$ cat config.mk
export PLATFORM = sky130hd
export DESIGN_NAME = lsu_sequencer
export DESIGN_NICKNAME = d
export VERILOG_FILES = /design/src/rtl/lsu_sequencer.sv
export SDC_FILE = /design/constraint.sdc
export NUM_CORES = 1
export LEC_CHECK = 0
export BUFFER_PORTS_ARGS = -buffer_cell sky130_fd_sc_hd__clkbuf_2
export CAP_MARGIN = 20
export CORE_MARGIN = 8
export CORE_UTILIZATION = 25
export CTS_BUF_LIST = sky130_fd_sc_hd__clkbuf_16
export DETAILED_ROUTE_END_ITERATION = 8
export SYNTH_ARGS = -nofsm -noshare
export SYNTH_HDL_FRONTEND = slang
export SYNTH_SLANG_ARGS = --single-unit
$ cat constraint.sdc
create_clock -name clk -period 2.9 [get_ports clk]
set_clock_uncertainty 0.2 [all_clocks]
set_input_delay 0.29 -clock clk [delete_from_list [all_inputs] [get_ports clk]]
set_output_delay 0.29 -clock clk [all_outputs]
set_load 0.005 [all_outputs]
$ cat src/rtl/lsu_sequencer.sv
// lsu_sequencer: MIPS byte/half/word loads and stores over a 16-bit big-endian memory port; `define MISALIGN_TRAP_EN traps misaligned accesses
module lsu_sequencer #(
  parameter int ADDRWIDTH = 32,
  parameter int DATAWIDTH = 16
) (
  input  logic                 clk,
  input  logic                 rst_n,
  input  logic                 req,
  input  logic                 we,
  input  logic [1:0]           size,
  input  logic                 uns,
  input  logic                 dirty,
  input  logic                 skip,
  input  logic [ADDRWIDTH-1:0] addr,
  input  logic [31:0]          wdata,
  output logic [31:0]          rdata,
  output logic                 stall,
  output logic                 misalign,
  output logic                 mem_wr,
  output logic [ADDRWIDTH-1:0] mem_addr,
  output logic [DATAWIDTH-1:0] mem_di,
  input  logic [DATAWIDTH-1:0] mem_do
);
  typedef enum logic [1:0] {IDLE, WORD2, RMW_WR} state_t;
  state_t state, next;
  logic [DATAWIDTH-1:0] hi_q;
  logic kill_q, kill, mis;
  logic [7:0] bsel;
  logic [ADDRWIDTH-1:0] half_addr, word_addr;
  assign kill = dirty | skip;
  assign bsel = addr[0] ? mem_do[7:0] : mem_do[15:8];
  assign half_addr = {addr[ADDRWIDTH-1:1], 1'b0};
  assign word_addr = {addr[ADDRWIDTH-1:2], 2'b00};
`ifdef MISALIGN_TRAP_EN
  assign mis = req && ((size == 2'b10 && addr[1:0] != 2'b00) || (size == 2'b01 && addr[0]));
`else
  assign mis = 1'b0;
`endif
  always_comb begin
    next = state;
    rdata = '0;
    stall = 1'b0;
    misalign = 1'b0;
    mem_wr = 1'b0;
    mem_addr = '0;
    mem_di = '0;
    case (state)
      IDLE: begin
        if (mis) misalign = 1'b1;
        else if (req) begin
          case (size)
            2'b00: begin
              mem_addr = half_addr;
              stall = we;
              next = we ? RMW_WR : IDLE;
              rdata = uns ? {24'b0, bsel} : {{24{bsel[7]}}, bsel};
            end
            2'b01: begin
              mem_addr = half_addr;
              mem_wr = we & !kill;
              mem_di = wdata[15:0];
              rdata = uns ? {16'b0, mem_do} : {{16{mem_do[15]}}, mem_do};
            end
            2'b10: begin
              mem_addr = word_addr;
              mem_wr = we & !kill;
              mem_di = wdata[31:16];
              stall = 1'b1;
              next = WORD2;
            end
            default: ;
          endcase
        end
      end
      WORD2: begin
        mem_addr = {addr[ADDRWIDTH-1:2], 2'b10};
        mem_wr = we & !kill_q;
        mem_di = wdata[15:0];
        rdata = {hi_q, mem_do};
        next = IDLE;
      end
      RMW_WR: begin
        mem_addr = half_addr;
        mem_wr = !kill_q;
        mem_di = addr[0] ? {hi_q[15:8], wdata[7:0]} : {wdata[7:0], hi_q[7:0]};
        next = IDLE;
      end
      default: next = IDLE;
    endcase
    if (!rst_n) begin
      next = IDLE;
      rdata = '0;
      stall = 1'b0;
      misalign = 1'b0;
      mem_wr = 1'b0;
      mem_addr = '0;
      mem_di = '0;
    end
  end
  // first cycle of a multi-cycle op captures the read half and the kill decision
  always_ff @(posedge clk) begin
    if (!rst_n) begin
      state <= IDLE;
      hi_q <= '0;
      kill_q <= 1'b0;
    end else begin
      state <= next;
      if (state == IDLE && next != IDLE) begin
        hi_q <= mem_do;
        kill_q <= kill;
      end
    end
  end
endmodule

-- Word-level counts from Yosys, hierarchy flattened
Index checks and enable logic that the tools add are counted.
- equality and inequality tests: 4
- reductions and logical operators: 8
- bitwise operators: 3
- muxes and demuxes: 29
- operators by type and width (kind ; count):
    32-bit 2-to-1 mux ; 6
    32-bit one-hot mux with 2 select lines ; 3
    32-bit one-hot mux with 3 select lines ; 1
    16-bit 2-to-1 mux ; 3
    16-bit one-hot mux with 3 select lines ; 1
    16-bit one-hot mux with 2 select lines ; 1
    2-bit 2-to-1 mux ; 4
    8-bit 2-to-1 mux ; 1
    1-bit 2-to-1 mux ; 6
    2-bit by 1-bit equality test with 1-bit output, second input constant ; 2
    2-bit equality test, second input constant ; 2
    2-bit zero test ; 2
    2-bit one-hot mux with 2 select lines ; 1
    2-bit OR reduction ; 2
    1-bit one-hot mux with 3 select lines ; 1
    1-bit bitwise AND ; 2
    1-bit zero test ; 2
    1-bit one-hot mux with 2 select lines ; 1
    2-bit nonzero test ; 1
    1-bit logical AND ; 1
    1-bit bitwise OR ; 1
- register bits after elaboration: 19
- bits of input ports: 89
- logic and storage cells: 47
- output and inout port bits: 83

-- Longest topological paths before layout
- depth after elaboration: 7
- depth in mapped cells: 8
- mapped depth without buffers: 6

-- Least setup slack after synthesis
Ideal clock, no wire load.
- kind: register to output
- start point: register state[0]
- end point: output port rdata[21]
- path buffers: 2
- setup slack: 0.678 ns
- arrival: 1.732 ns
- stages on the path, launching flop included: 7
- data required time: 2.410 ns
- path through: dfxtp_1 > or3b_1 > buf_2 > or4_4 > a21o_4 > buf_6 > o21ai_2
- word-level cells in the longest chain between the ends: 3
- elaborated cells between the ends (all ways): 4
- classes of those cells: 1 x eq/ne; 2 x mux; 1 x reduce/logical
- ends and longest elaborated chain (element ; line ; text):
    start: declaration ; 25 ; state_t state, next;
    start signal: assignment ; 107 ; state <= next;
    2-bit by 1-bit equality test with 1-bit output / 2-bit zero test (equally long branches) ; 47 ; case (state)
    32-bit one-hot mux with 2 select lines * ; 47 ;
    32-bit 2-to-1 mux * ; 90 ; if (!rst_n) begin
    end: declaration ; 16 ; output logic [31:0] rdata,
Every way passes the cells marked *; elsewhere a longest branch is shown, timed or not.

-- Worst setup path in the final report
- start point: register state[1]
- end point: output port rdata[31]
The elaborated chain is that of the path after synthesis.

==> results.yml <==
status:
  status: "finished, final reports clean"
sta:
  period_needed_ps: 2750
  finalCritPeriodShare_pct: 94.9
  maxSlewHeadroom_pct: 55.0
  clock.fmax_mhz: 363
  hold_viol: 0
  slew_viol_final: 0
  fin_ws_ps: 148
  fin_setup_tns_ps: 0
  rsz0062_at_grt: "no"
  finalSetupViolations: 0
  tightest_slew_ps: 675
synth:
  synth_warnings: 0
  yosysTopAreaCellShare_pct: 17.5
  synth.top_cells.by_area: "dfxtp_1 (17%), and2_1 (8.6%), a22o_1 (8.5%), mux2_2 (8.3%), a21oi_1 (6.9%)"
  synth_area_sq_mm: 0.00217
  netlist_instances: 310
  synth.distinct_cells: 39
  synth_edf_count: 0
  synth.most_common_cell: "nand2_1"
  synth_top_cell_by_area: "dfxtp_1"
  avgSynthCellArea_sq_um: 7.01
  yosys_most_used_dff: "dfxtp_1"
  async_flop_share_pct: 0
  synth_common_cells: "nand2_1 (38), a21oi_1 (30), and2_1 (30), clkbuf_1 (25), o21ai_0 (25)"
  ys_ff_latch: 19
  yosysSeqAreaShare_pct: 17.5
placed_design:
  io_buffers: 169
  dp_hpwl_microns: 7720
  gp_congestion: 0.810
  dp.cells: 568
  post-place-ws_ps: 351
floorplanning:
  ioPinCount: 172
  rows: 34
  start_util_pct: 25.3
  die_h_microns: 109
  die_w_microns: 109
  core_area_sq_mm: 0.00859
  die_area_sq_mm: 0.0119
routing:
  wire_per_inst_microns: 16.6
  viasPerCell: 4.91
  route.detailed.drc: 0
  antenna_left: 0
  dr.first_iter.drc_count: 128
  wl_microns: 9510
  vias: 2810
  firstDrtPassIters: 4
min_path:
  min_path_cells: 3
  worstHoldStart: "mem_do[0]"
  min_to: "hi_q[0]$_SDFFE_PN0P_"
  hp-class: "input pin to flip-flop"
pwr:
  ir_drop_mv: 0.191
  p_leak_uw: 0.00157
  total_power_uw: 869
  power.density_mw_per_mm2: 271
cells_and_area:
  drive_above_1_share_pct: 47.2
  fin_nets: 558
  stdcell_count: 572
  n_antenna_cell: 0
  syn_to_final_growth_pct: 47.4
grt:
  grt_max_degree: 44
  antenna_found_initial: 0
  grt_pass1_wl_microns: 14100
  track_usage_pct: 14.8
  first_global_vias: 2779
  grt_overflow: 0
worst_setup_path:
  crit_type: "flip-flop to output pin"
  reg2reg_to: "kill_q$_SDFFE_PN0P_"
  critPathCaptureType: "output pin"
  cp_data_required_time_ps: 2410
  critPathMaxFanout: 16
  reg2reg_depth: 5
  setup.worst_path.start_class: "flip-flop"
  reg2reg_slack_ps: 1080
  reg2reg_from: "state[1]$_SDFF_PN0_"
  arrival_ps: 2260
cts:
  clk_pin_slew_ps: 50
  holdBufCountCts: 0
  htreeDepth: 1
  clkSinkCount: 19
  cts_buffer_depth: 2
  clkLatencyLatePin_ps: 250
  cts_buffers: 3
  cts_tree: "built"
  cts-root-buf: "clkbuf_16"
run:
  drv_cap: 0
==> layout by cell type, fill, tap and decap left out, types with 2 or more instances in the layout <==
| cell | synthesis | layout |
|---|---|---|
| o21ai_2 | 10 | 10 |
| a22oi_1 | 15 | 15 |
| nand2b_1 | 3 | 3 |
| clkbuf_2 | 0 | 169 |
| nor4b_2 | 2 | 2 |
| inv_1 | 4 | 5 |
| o21bai_1 | 2 | 2 |
| buf_4 | 2 | 12 |
| and2_1 | 30 | 30 |
| nor2_1 | 10 | 10 |
| nor2b_1 | 11 | 11 |
| nand2_1 | 38 | 38 |
| a21oi_1 | 30 | 30 |
| a22o_1 | 21 | 21 |
| mux2_2 | 16 | 16 |
| nand3_1 | 19 | 19 |
| conb_1 | 1 | 2 |
| nor3_1 | 2 | 2 |
| o21ai_0 | 25 | 25 |
| dfxtp_1 | 19 | 19 |
| clkbuf_16 | 0 | 3 |
| ha_1 | 4 | 4 |
==> layout make-up <==
class                           instances  area [sq um]
Multi-Input combinational cell        256          1660
Clock inverter                          1          3.75
Clock buffer                            3          75.1
Tap cell                              108           135
Sequential cell                        19           380
Inverter                                4          15.0
Fill cell                             936          5390
Timing Repair Buffer                  181           936
==> metrics by stage <==
| step | util, % | area [sq um] | hold slack [ps] |
|---|---|---|---|
| after global routing | 37.3 | 3200 | 96.2 |
| after detailed placement | 36.3 | 3120 | 294 |
| after global placement | 36.3 | 3120 | 278 |
| final | 37.3 | 3200 | 75.0 |
| after CTS | 37.3 | 3200 | 72.1 |
| after floorplan | - | 2180 | 220 |
==> state kept, by name, indices dropped and copies added (netlist names) <==
register,count
hi_q,16
state,2
kill_q,1
==> critical path, stage by stage (launching register included) <==
cell and delay, ps:
dfxtp_1 410, or3b_4 460, or4_4 530, a21o_4 280, o21ai_0 150, clkbuf_2 180
==> kinds of logic after synthesis <==
| logic type | synth area share (%) |
|---|---|
| AOI/OAI and AO/OA | 34.2 |
| adders and majority gates | 2.30 |
| buffers and inverters | 7.02 |
| DFF | 17.5 |
| muxes | 8.75 |
| other | 0.172 |
| and+or+nand+nor | 30.1 |
==> report_power, final <==
| group | switching (uW) | internal, uW |
|---|---|---|
| logic | 159 | 147 |
| clock network | 96.4 | 183 |
| registers | 10.1 | 274 |
==> worst max-delay path by stage <==
stage / start / to / slack [ps]
3_3_place_gp: req / rdata[31] / 440
6_report: state[1]$_SDFF_PN0_ / rdata[31] / 150
5_1_grt: state[1]$_SDFF_PN0_ / rdata[31] / 60
4_1_cts: state[1]$_SDFF_PN0_ / rdata[31] / 90
2_1_floorplan: state[0]$_SDFF_PN0_ / rdata[21] / 680
3_5_place_dp: req / rdata[31] / 350
==> timing repair <==
item	in CTS	in global routing
resized for setup	0	1
setup endpoints to repair	0	1
setup buffers	0	0
==> routing by layer <==
metal  track usage [%]  wire length, microns  up-vias
met2              26.9                  4770      121
met3              2.84                   761        8
met5                 0                     0        -
li1                  -                     -     1411
met4              3.95                   172        0
met1              17.4                  3800     1270
Note: power is estimated with default switching activity, not from simulation.
